<file path="src/rtl/alu_pkg.sv">
// Shared ALU definitions: opcodes, sweep bounds and the self-test sequencer states.
package alu_pkg;

  localparam logic [2:0] ALU_ADD  = 3'b000;
  localparam logic [2:0] ALU_SUB  = 3'b001;
  localparam logic [2:0] ALU_AND  = 3'b010;
  localparam logic [2:0] ALU_OR   = 3'b011;
  localparam logic [2:0] ALU_XOR  = 3'b100;
  localparam logic [2:0] ALU_NOT  = 3'b101;
  localparam logic [2:0] ALU_CNT  = 3'b110;
  localparam logic [2:0] ALU_LFSR = 3'b111;

  // Last {sel,A,B} index of the sweep: sel 101, A 111, B 111.
  localparam logic [8:0] LAST_VEC = 9'd383;

  typedef enum logic [1:0] {
    IDLE   = 2'd0,
    SETTLE = 2'd1,
    CHECK  = 2'd2,
    DONE   = 2'd3
  } state_e;

endpackage

</file>
<file path="src/rtl/alu_ref_model.sv">
// Combinational golden model of the ALU's stateless opcodes: (sel,A,B) -> {exp_c,exp_out}.
module alu_ref_model
  import alu_pkg::*;
(
  input  logic [2:0] sel_i,
  input  logic [2:0] a_i,
  input  logic [2:0] b_i,
  output logic       exp_c_o,
  output logic [7:0] exp_out_o
);

  logic [8:0] a_ext;
  logic [8:0] b_ext;
  logic [8:0] res;

  assign a_ext = {6'd0, a_i};
  assign b_ext = {6'd0, b_i};

  always_comb begin
    res = 9'd0;
    case (sel_i)
      ALU_ADD: res = a_ext + b_ext;
      // Borrow lands in bit 8, so A<B reports carry=1.
      ALU_SUB: res = a_ext - b_ext;
      ALU_AND: res = a_ext & b_ext;
      ALU_OR:  res = a_ext | b_ext;
      ALU_XOR: res = a_ext ^ b_ext;
      ALU_NOT: res = {4'b0111, 2'b11, ~a_i};
      default: res = 9'd0;
    endcase
  end

  assign {exp_c_o, exp_out_o} = res;

endmodule

</file>
<file path="src/rtl/alu_self_test_seq.sv">
// Power-on ALU self-test: sweeps opcodes 000..101 over all operand pairs, compares
// against alu_ref_model and reports pass, error count and the first failing vector.
module alu_self_test_seq
  import alu_pkg::*;
#(
  parameter int SETTLE_CYCLES     = 4,
  parameter bit STOP_ON_FIRST_ERR = 1'b0
) (
  input  logic       clk_50MHz,
  input  logic       reset,
  input  logic       start,
  output logic [2:0] A_drv,
  output logic [2:0] B_drv,
  output logic [2:0] ALU_Sel_drv,
  input  logic [7:0] alu_out_in,
  input  logic       carry_in,
  output logic       busy,
  output logic       done,
  output logic       pass,
  output logic [8:0] err_count,
  output logic       first_err_vld,
  output logic [8:0] first_err_vec
);

  localparam int CW = (SETTLE_CYCLES > 1) ? $clog2(SETTLE_CYCLES) : 1;
  localparam logic [CW-1:0] SETTLE_LAST = CW'(SETTLE_CYCLES - 1);

  state_e        state_q, state_d;
  logic [8:0]    vec_q, vec_d;
  logic [CW-1:0] cnt_q, cnt_d;
  logic [8:0]    err_q, err_d;
  logic          fvld_q, fvld_d;
  logic [8:0]    fvec_q, fvec_d;

  logic       exp_c;
  logic [7:0] exp_out;
  logic       mismatch;

  alu_ref_model u_ref (
    .sel_i     (vec_q[8:6]),
    .a_i       (vec_q[5:3]),
    .b_i       (vec_q[2:0]),
    .exp_c_o   (exp_c),
    .exp_out_o (exp_out)
  );

  assign mismatch = {carry_in, alu_out_in} != {exp_c, exp_out};

  always_comb begin
    state_d = state_q;
    vec_d   = vec_q;
    cnt_d   = cnt_q;
    err_d   = err_q;
    fvld_d  = fvld_q;
    fvec_d  = fvec_q;
    case (state_q)
      IDLE, DONE: begin
        if (start) begin
          state_d = SETTLE;
          vec_d   = 9'd0;
          cnt_d   = '0;
          err_d   = 9'd0;
          fvld_d  = 1'b0;
          fvec_d  = 9'd0;
        end
      end
      SETTLE: begin
        cnt_d = cnt_q + CW'(1);
        if (cnt_q == SETTLE_LAST) state_d = CHECK;
      end
      CHECK: begin
        if (mismatch) begin
          if (err_q != 9'h1FF) err_d = err_q + 9'd1;
          if (!fvld_q) begin
            fvld_d = 1'b1;
            fvec_d = vec_q;
          end
        end
        if (vec_q == LAST_VEC || (STOP_ON_FIRST_ERR && mismatch)) begin
          state_d = DONE;
        end else begin
          vec_d   = vec_q + 9'd1;
          cnt_d   = '0;
          state_d = SETTLE;
        end
      end
      default: state_d = IDLE;
    endcase
  end

  always_ff @(posedge clk_50MHz) begin
    if (reset) begin
      state_q <= IDLE;
      vec_q   <= 9'd0;
      cnt_q   <= '0;
      err_q   <= 9'd0;
      fvld_q  <= 1'b0;
      fvec_q  <= 9'd0;
    end else begin
      state_q <= state_d;
      vec_q   <= vec_d;
      cnt_q   <= cnt_d;
      err_q   <= err_d;
      fvld_q  <= fvld_d;
      fvec_q  <= fvec_d;
    end
  end

  assign ALU_Sel_drv   = vec_q[8:6];
  assign A_drv         = vec_q[5:3];
  assign B_drv         = vec_q[2:0];
  assign busy          = (state_q == SETTLE) || (state_q == CHECK);
  assign done          = (state_q == DONE);
  assign pass          = done && (err_q == 9'd0);
  assign err_count     = err_q;
  assign first_err_vld = fvld_q;
  assign first_err_vec = fvec_q;

endmodule

</file>
<file path="config.mk">
export PLATFORM = sky130hd
export DESIGN_NAME = alu_self_test_seq
export DESIGN_NICKNAME = d
export VERILOG_FILES = /design/src/rtl/alu_pkg.sv /design/src/rtl/alu_ref_model.sv /design/src/rtl/alu_self_test_seq.sv
export SDC_FILE = /design/constraint.sdc
export NUM_CORES = 1
export LEC_CHECK = 0
export ABC_AREA = 1
export BUFFER_PORTS_ARGS = -buffer_cell sky130_fd_sc_hd__clkbuf_2
export CORE_AREA = 2 2 62 79
export DETAILED_ROUTE_END_ITERATION = 16
export DIE_AREA = 0 0 64 81
export PLACE_DENSITY = 0.78
export SYNTH_ARGS = -nofsm -noshare
export SYNTH_HDL_FRONTEND = slang
export SYNTH_SLANG_ARGS = --single-unit
</file>
<file path="constraint.sdc">
create_clock -name clk_50MHz -period 2.46 [get_ports clk_50MHz]
set_input_delay 0.369 -clock clk_50MHz [delete_from_list [all_inputs] [get_ports clk_50MHz]]
set_output_delay 0.369 -clock clk_50MHz [all_outputs]
set_load 0.02 [all_outputs]
</file>
* After elaboration in Yosys (flattened, before gate mapping)
Cells that the tools add are included. W data, S select, Z words.
Word-level totals: register bits 32, bits of input ports 12, output and inout bits 31, word-level logic and storage cells 66
Operators by class: $add $sub $neg 5, equal/unequal tests 18, multiplexer cells 20, bitwise gates (word level) 4, reductions and logical operators 13
Operators with widths (count):
- $mux W9 | 6
- $pmux W9 S2 | 3
- $pmux W9 S6 | 1
- $add A9 B1 Y9 const B | 2
- $ne A2 B2 Y1 const B | 6
- $pmux W2 S3 | 2
- $mux W2 | 5
- $eq A9 B9 Y1 const B | 1
- $logic_not A9 Y1 | 1
- $ne A9 B9 Y1 | 1
- $ne A9 B9 Y1 const B | 1
- $reduce_and A4 Y1 | 2
- $eq A2 B2 Y1 const B | 3
- $eq A3 B2 Y1 const B | 2
- $eq A3 B3 Y1 const B | 2
- $reduce_and A3 Y1 | 2
- $add A3 B3 Y4 | 1
- $reduce_and A2 Y1 | 2
- $sub A3 B3 Y4 | 1
- $and A3 B3 Y3 | 1
- $eq A3 B1 Y1 const B | 1
- $logic_not A3 Y1 | 1
- $not A3 Y3 | 1
- $or A3 B3 Y3 | 1
- 10 further kinds | 11

* Logic depth before layout (Yosys ltp)
word-level depth 5, depth in mapped cells 18, depth with buffers taken out 17

* Modules after synthesis
Synthesis repeated with hierarchy kept, for this count alone.
Unflattened totals: cell total of the unflattened synthesis 417, area total of the unflattened synthesis 2566.2 sq um
By module, submodules not included:
- alu_self_test_seq | instances 1, cells each 338, area an instance 2117.0 sq um, seq. area each 640.6 sq um
- alu_ref_model | instances 1, cells each 79, area an instance 449.2 sq um, seq. area each 0.0 sq um

* Least setup slack after synthesis
Ideal clock, no wire load.
path kind register -> register, start point register vec_q[3], end point register fvec_q[3] (netlist: first_err_vec[3]), library setup time 0.113 ns, arrival time 2.301 ns, data required time 2.347 ns, slack 0.046 ns, cell stages (with the launch flop) 18, buffers on the path 1, clock period less this slack 2.414 ns, path through dfxtp_1 inv_1 ha_1 fa_1 inv_1 nand3_1 nand2_1 nor2_2 nand2_1 nand2_1 nand3_1 nor2_2 nand2_4 buf_6 nand2_1 nand2_1 nand2_1 nor2_1
Between the ends: word-level cells in the longest chain between the ends 5, elaborated cells between the ends (all ways) 13, those cells by class add/sub (2); eq/ne (2); mux (4); bitwise (4); reduce/logical (1)
RTL lines:
- start, declared | line alu_self_test_seq.sv:29 | logic [8:0] vec_q, vec_d;
- start signal, assigned | line alu_self_test_seq.sv:101 | vec_q <= vec_d;
- $sub A3 B3 Y4 (tied with other cells) | line alu_ref_model.sv:24 | ALU_SUB: res = a_ext - b_ext;
- $pmux W9 S6 | line alu_ref_model.sv:21 | case (sel_i)
- $ne A9 B9 Y1 | line alu_self_test_seq.sv:47 | assign mismatch = {carry_in, alu_out_in} != {exp_c, exp_out};
- $ne A2 B2 Y1 (no line)
- $reduce_and A4 Y1 (no line)
- end signal, assigned | line alu_self_test_seq.sv:105 | fvec_q <= fvec_d;
- end, declared | line alu_self_test_seq.sv:33 | logic [8:0] fvec_q, fvec_d;
Parallel ways exist; a longest one is shown, timed or not. The select of a mux whose other input is x is not followed. A chain may end at the register's enable or synchronous reset.

* Final worst setup path
start point register vec_q[0], end point register fvec_q[8] (netlist: first_err_vec[8])
Between the ends: word-level cells in the longest chain between the ends 5, elaborated cells between the ends (all ways) 9, those cells by class add/sub (2); eq/ne (2); mux (1); bitwise (3); reduce/logical (1)
RTL lines (line):
- $sub A3 B3 Y4 (tied with other cells) | alu_ref_model.sv:24
- $pmux W9 S6 * | alu_ref_model.sv:21
- $ne A9 B9 Y1 * | alu_self_test_seq.sv:47
- $ne A2 B2 Y1 (no line) *
- $reduce_and A4 Y1 (no line) *
Mark *: on every way between the ends. The rest lies on a longest branch, timed or not.

==> results.toml <==
[min_path]
hold_class = "in -> reg"
min_to = "vec_q[0]"
worstHoldStart = "reset"
hold_path_depth = 2

[worst_setup_path]
cp_slowest_stage_delay_ns = 0.47
reg2reg_from = "vec_q[0]"
r2r_setup_slack_ns = 0.19
crit_required_ns = 2.64
rr_worst_depth = 14
crit_top_cell = "nand2_1"
crit_path_top_delay_cell = "fa_1"
r2r_end = "first_err_vec[8]"
crit_path_end_kind = "flip-flop"
crit_chain = "ha_1 > inv_1 > fa_1 > nand3b_1 > nand2_1 > nor2_2 > nand2_1 > nand2_1 > nand3_2 > nor2_4 > nand2_4 > buf_4 > a21oi_1 > nor2_1"
crit_path_max_fanout = 6
startpoint_type = "flip-flop"
cp.arrival_ns = 2.45
path_class = "reg -> reg"

[floorplanning]
ioPinCount = 43
core_um2 = 4519
num_rows = 28
die_h_um = 81
start_util_pct = 53.63
dieWidth_um = 64
dieArea_um2 = 5184

[sta]
whs_ns = 0.3170
worst_pin_slew_ns = 0.5102
clock_skew_ns = 0.007530
report.final.setup_viol = 0
fin_crit_sh_pct = 92.26
max-slew-margin-rel_pct = 65.99
fin_ws_ns = 0.1903
fmax_mhz = 440.6
drv_slew = 0
hold_viol = 0
finalCriticalPeriod_ns = 2.270

[placed_design]
place_hpwl_mm = 4.597
portBuffers = 42
place_ws_ns = 0.006420
dp_cells = 469
gp_congestion = 0.9501

[power]
swShare_pct = 40.91
comb_power_share_pct = 41.1
p_int_mw = 1.071
clockPowerShare_pct = 21.2
p_switching_mw = 0.7414
power_density_nw_per_um2 = 629.2
peakVddDrop_uv = 532.2
seq_power_share_pct = 37.7
total_power_mw = 1.812
power.leakage_nw = 1.462

[detailed_routing]
avgRoutedWirePerCell_um = 12.68
route.detailed.drc = 0
postRouteAntennaNets = 0
finalWirelength_mm = 6.084
first_iter_violations = 136
vias = 2517
vias_per_cell = 5.244
drtPass1Iterations = 4

[clocking]
cts_buffer_depth = 2
ctsHtreeMaxLevel = 2
cts_root_buf = "clkbuf_8"
clk_latency_ns = 0.28
cts.clk_slew.worst_paths_ns = 0.07
cts_buffers = 5
cts_tree = "built"
cts_hold_buf = 0
clock_sinks = 32

[yosys]
synth_nets = 396
ys_seq_elements = 32
synth_area_per_cell_um2 = 6.658
syn_area_um2 = 2424
ys_seq_area_share_pct = 26.43
synth_cell_type_count = 32
syn-instance-count = 364
ys_warn_count = 0

[grt]
grt_first_pass_wirelength_mm = 10.13
grt_use_total_pct = 24.54
grt_pass1_vias = 2341
antenna_found_initial = 0
grt_max_degree = 21
gr-total-overflow = 0

[cells_and_area]
final_nets = 452
final_cells = 480
finish.utilization_pct = 63.73
final_cell_mix = "nand2_1, nor2_1, inv_1"
final_common_cell = "nand2_1"
layout-drive-gt1-share_pct = 23.57
areaGrowthSynthToFinish_pct = 18.84
diodes = 0

[flow_run]
drv_cap = 0

[outcome]
status = "completed"
==> Yosys cell counts (all sizes together) <==
library cell / instances / area, um^2
o21a: 1 / 7.510
dfxtp: 32 / 640.6
nand4: 5 / 31.28
a211oi: 3 / 22.52
nor4: 1 / 6.260
o21bai: 1 / 7.510
nand3b: 1 / 7.510
a21oi: 27 / 135.1
nor3: 7 / 35.03
inv: 51 / 201.4
ha: 18 / 225.2
o211a: 2 / 20.02
nand2: 78 / 310.3
o21ai: 17 / 85.08
fa: 2 / 40.04
o211ai: 1 / 7.510
nor2: 58 / 252.7
clkbuf: 3 / 11.26
or2: 1 / 6.260
nand3: 46 / 287.8
buf: 9 / 82.57
==> cells by family after synthesis <==
kind of cell,after synthesis,synth area share [%]
compound gates,52,11.77
buf+inv,63,12.18
fa+ha+maj,20,10.94
flops,32,26.43
simple gates,197,38.67
==> final cells by class <==
| type | count | area [um^2] |
|---|---|---|
| timing repair buffer | 60 | 361.6 |
| clock inverter | 1 | 5.005 |
| inverter | 51 | 201.4 |
| tap | 60 | 75.07 |
| sequential | 32 | 648.1 |
| fill | 423 | 1639 |
| clock buffer | 6 | 72.57 |
| multi-input combinational | 270 | 1516 |
==> stage by stage <==
| stage | area (um^2) | TNS [ns] |
|---|---|---|
| CTS | 2819 | 0 |
| finish | 2880 | 0 |
| global route | 2880 | -0.01021 |
| floorplan | 2424 | 0 |
| global placement | 2740 | 0 |
| detailed placement | 2740 | 0 |
==> power by group through the flow <==
stage	clock (mW)	combinational [mW]	sequential [mW]
after floorplan	0	0.430	0.777
after global placement	0	0.719	0.689
after detailed placement	0	0.732	0.693
after CTS	0.390	0.736	0.681
after global routing	0.406	0.850	0.696
final	0.384	0.746	0.682
==> worst max path at each step <==
stage / startpoint / end / slack [ns] / depth (start not counted)
floorplan: vec_q[3] / first_err_vec[3] / 0.05 / 17
global placement: vec_q[3] / err_count[5] / 0.12 / 15
detailed placement: vec_q[3] / first_err_vec[7] / 0.006 / 16
CTS: vec_q[0] / first_err_vec[7] / 0.04 / 15
global route: vec_q[3] / first_err_vec[8] / -0.009 / 15
finish: vec_q[0] / first_err_vec[8] / 0.19 / 14
==> flip-flops by register name, summed over array words and instances, names as in the netlist <==
signal,flops
cnt_q,2
err_count,9
first_err_vec,9
first_err_vld,1
state_q,2
vec_q,9
==> metal layers <==
metal	track usage (%)	vias up	share of wire (%)	wire (um)
met5	0	-	0	0
li1	-	1287	-	-
met3	3.463	18	4.4	266
met2	46.46	78	52	3144
met4	10.87	0	3.3	201
met1	26.97	1134	41	2471
==> worst max-delay path, delay by kind of cell, from the launching register on <==
family	cells	cell delay [ns]
flops	1	0.38
simple gates	9	0.80
buf+inv	2	0.22
compound gates	1	0.12
fa+ha+maj	2	0.64
==> timing repair <==
action,CTS,global route
gates resized for setup,1,11
buffers inserted,0,3
endpoints found under the setup margin,1,18
pin swaps,0,2
gates cloned,0,1
No activity file was read; power rests on OpenSTA's default activity.
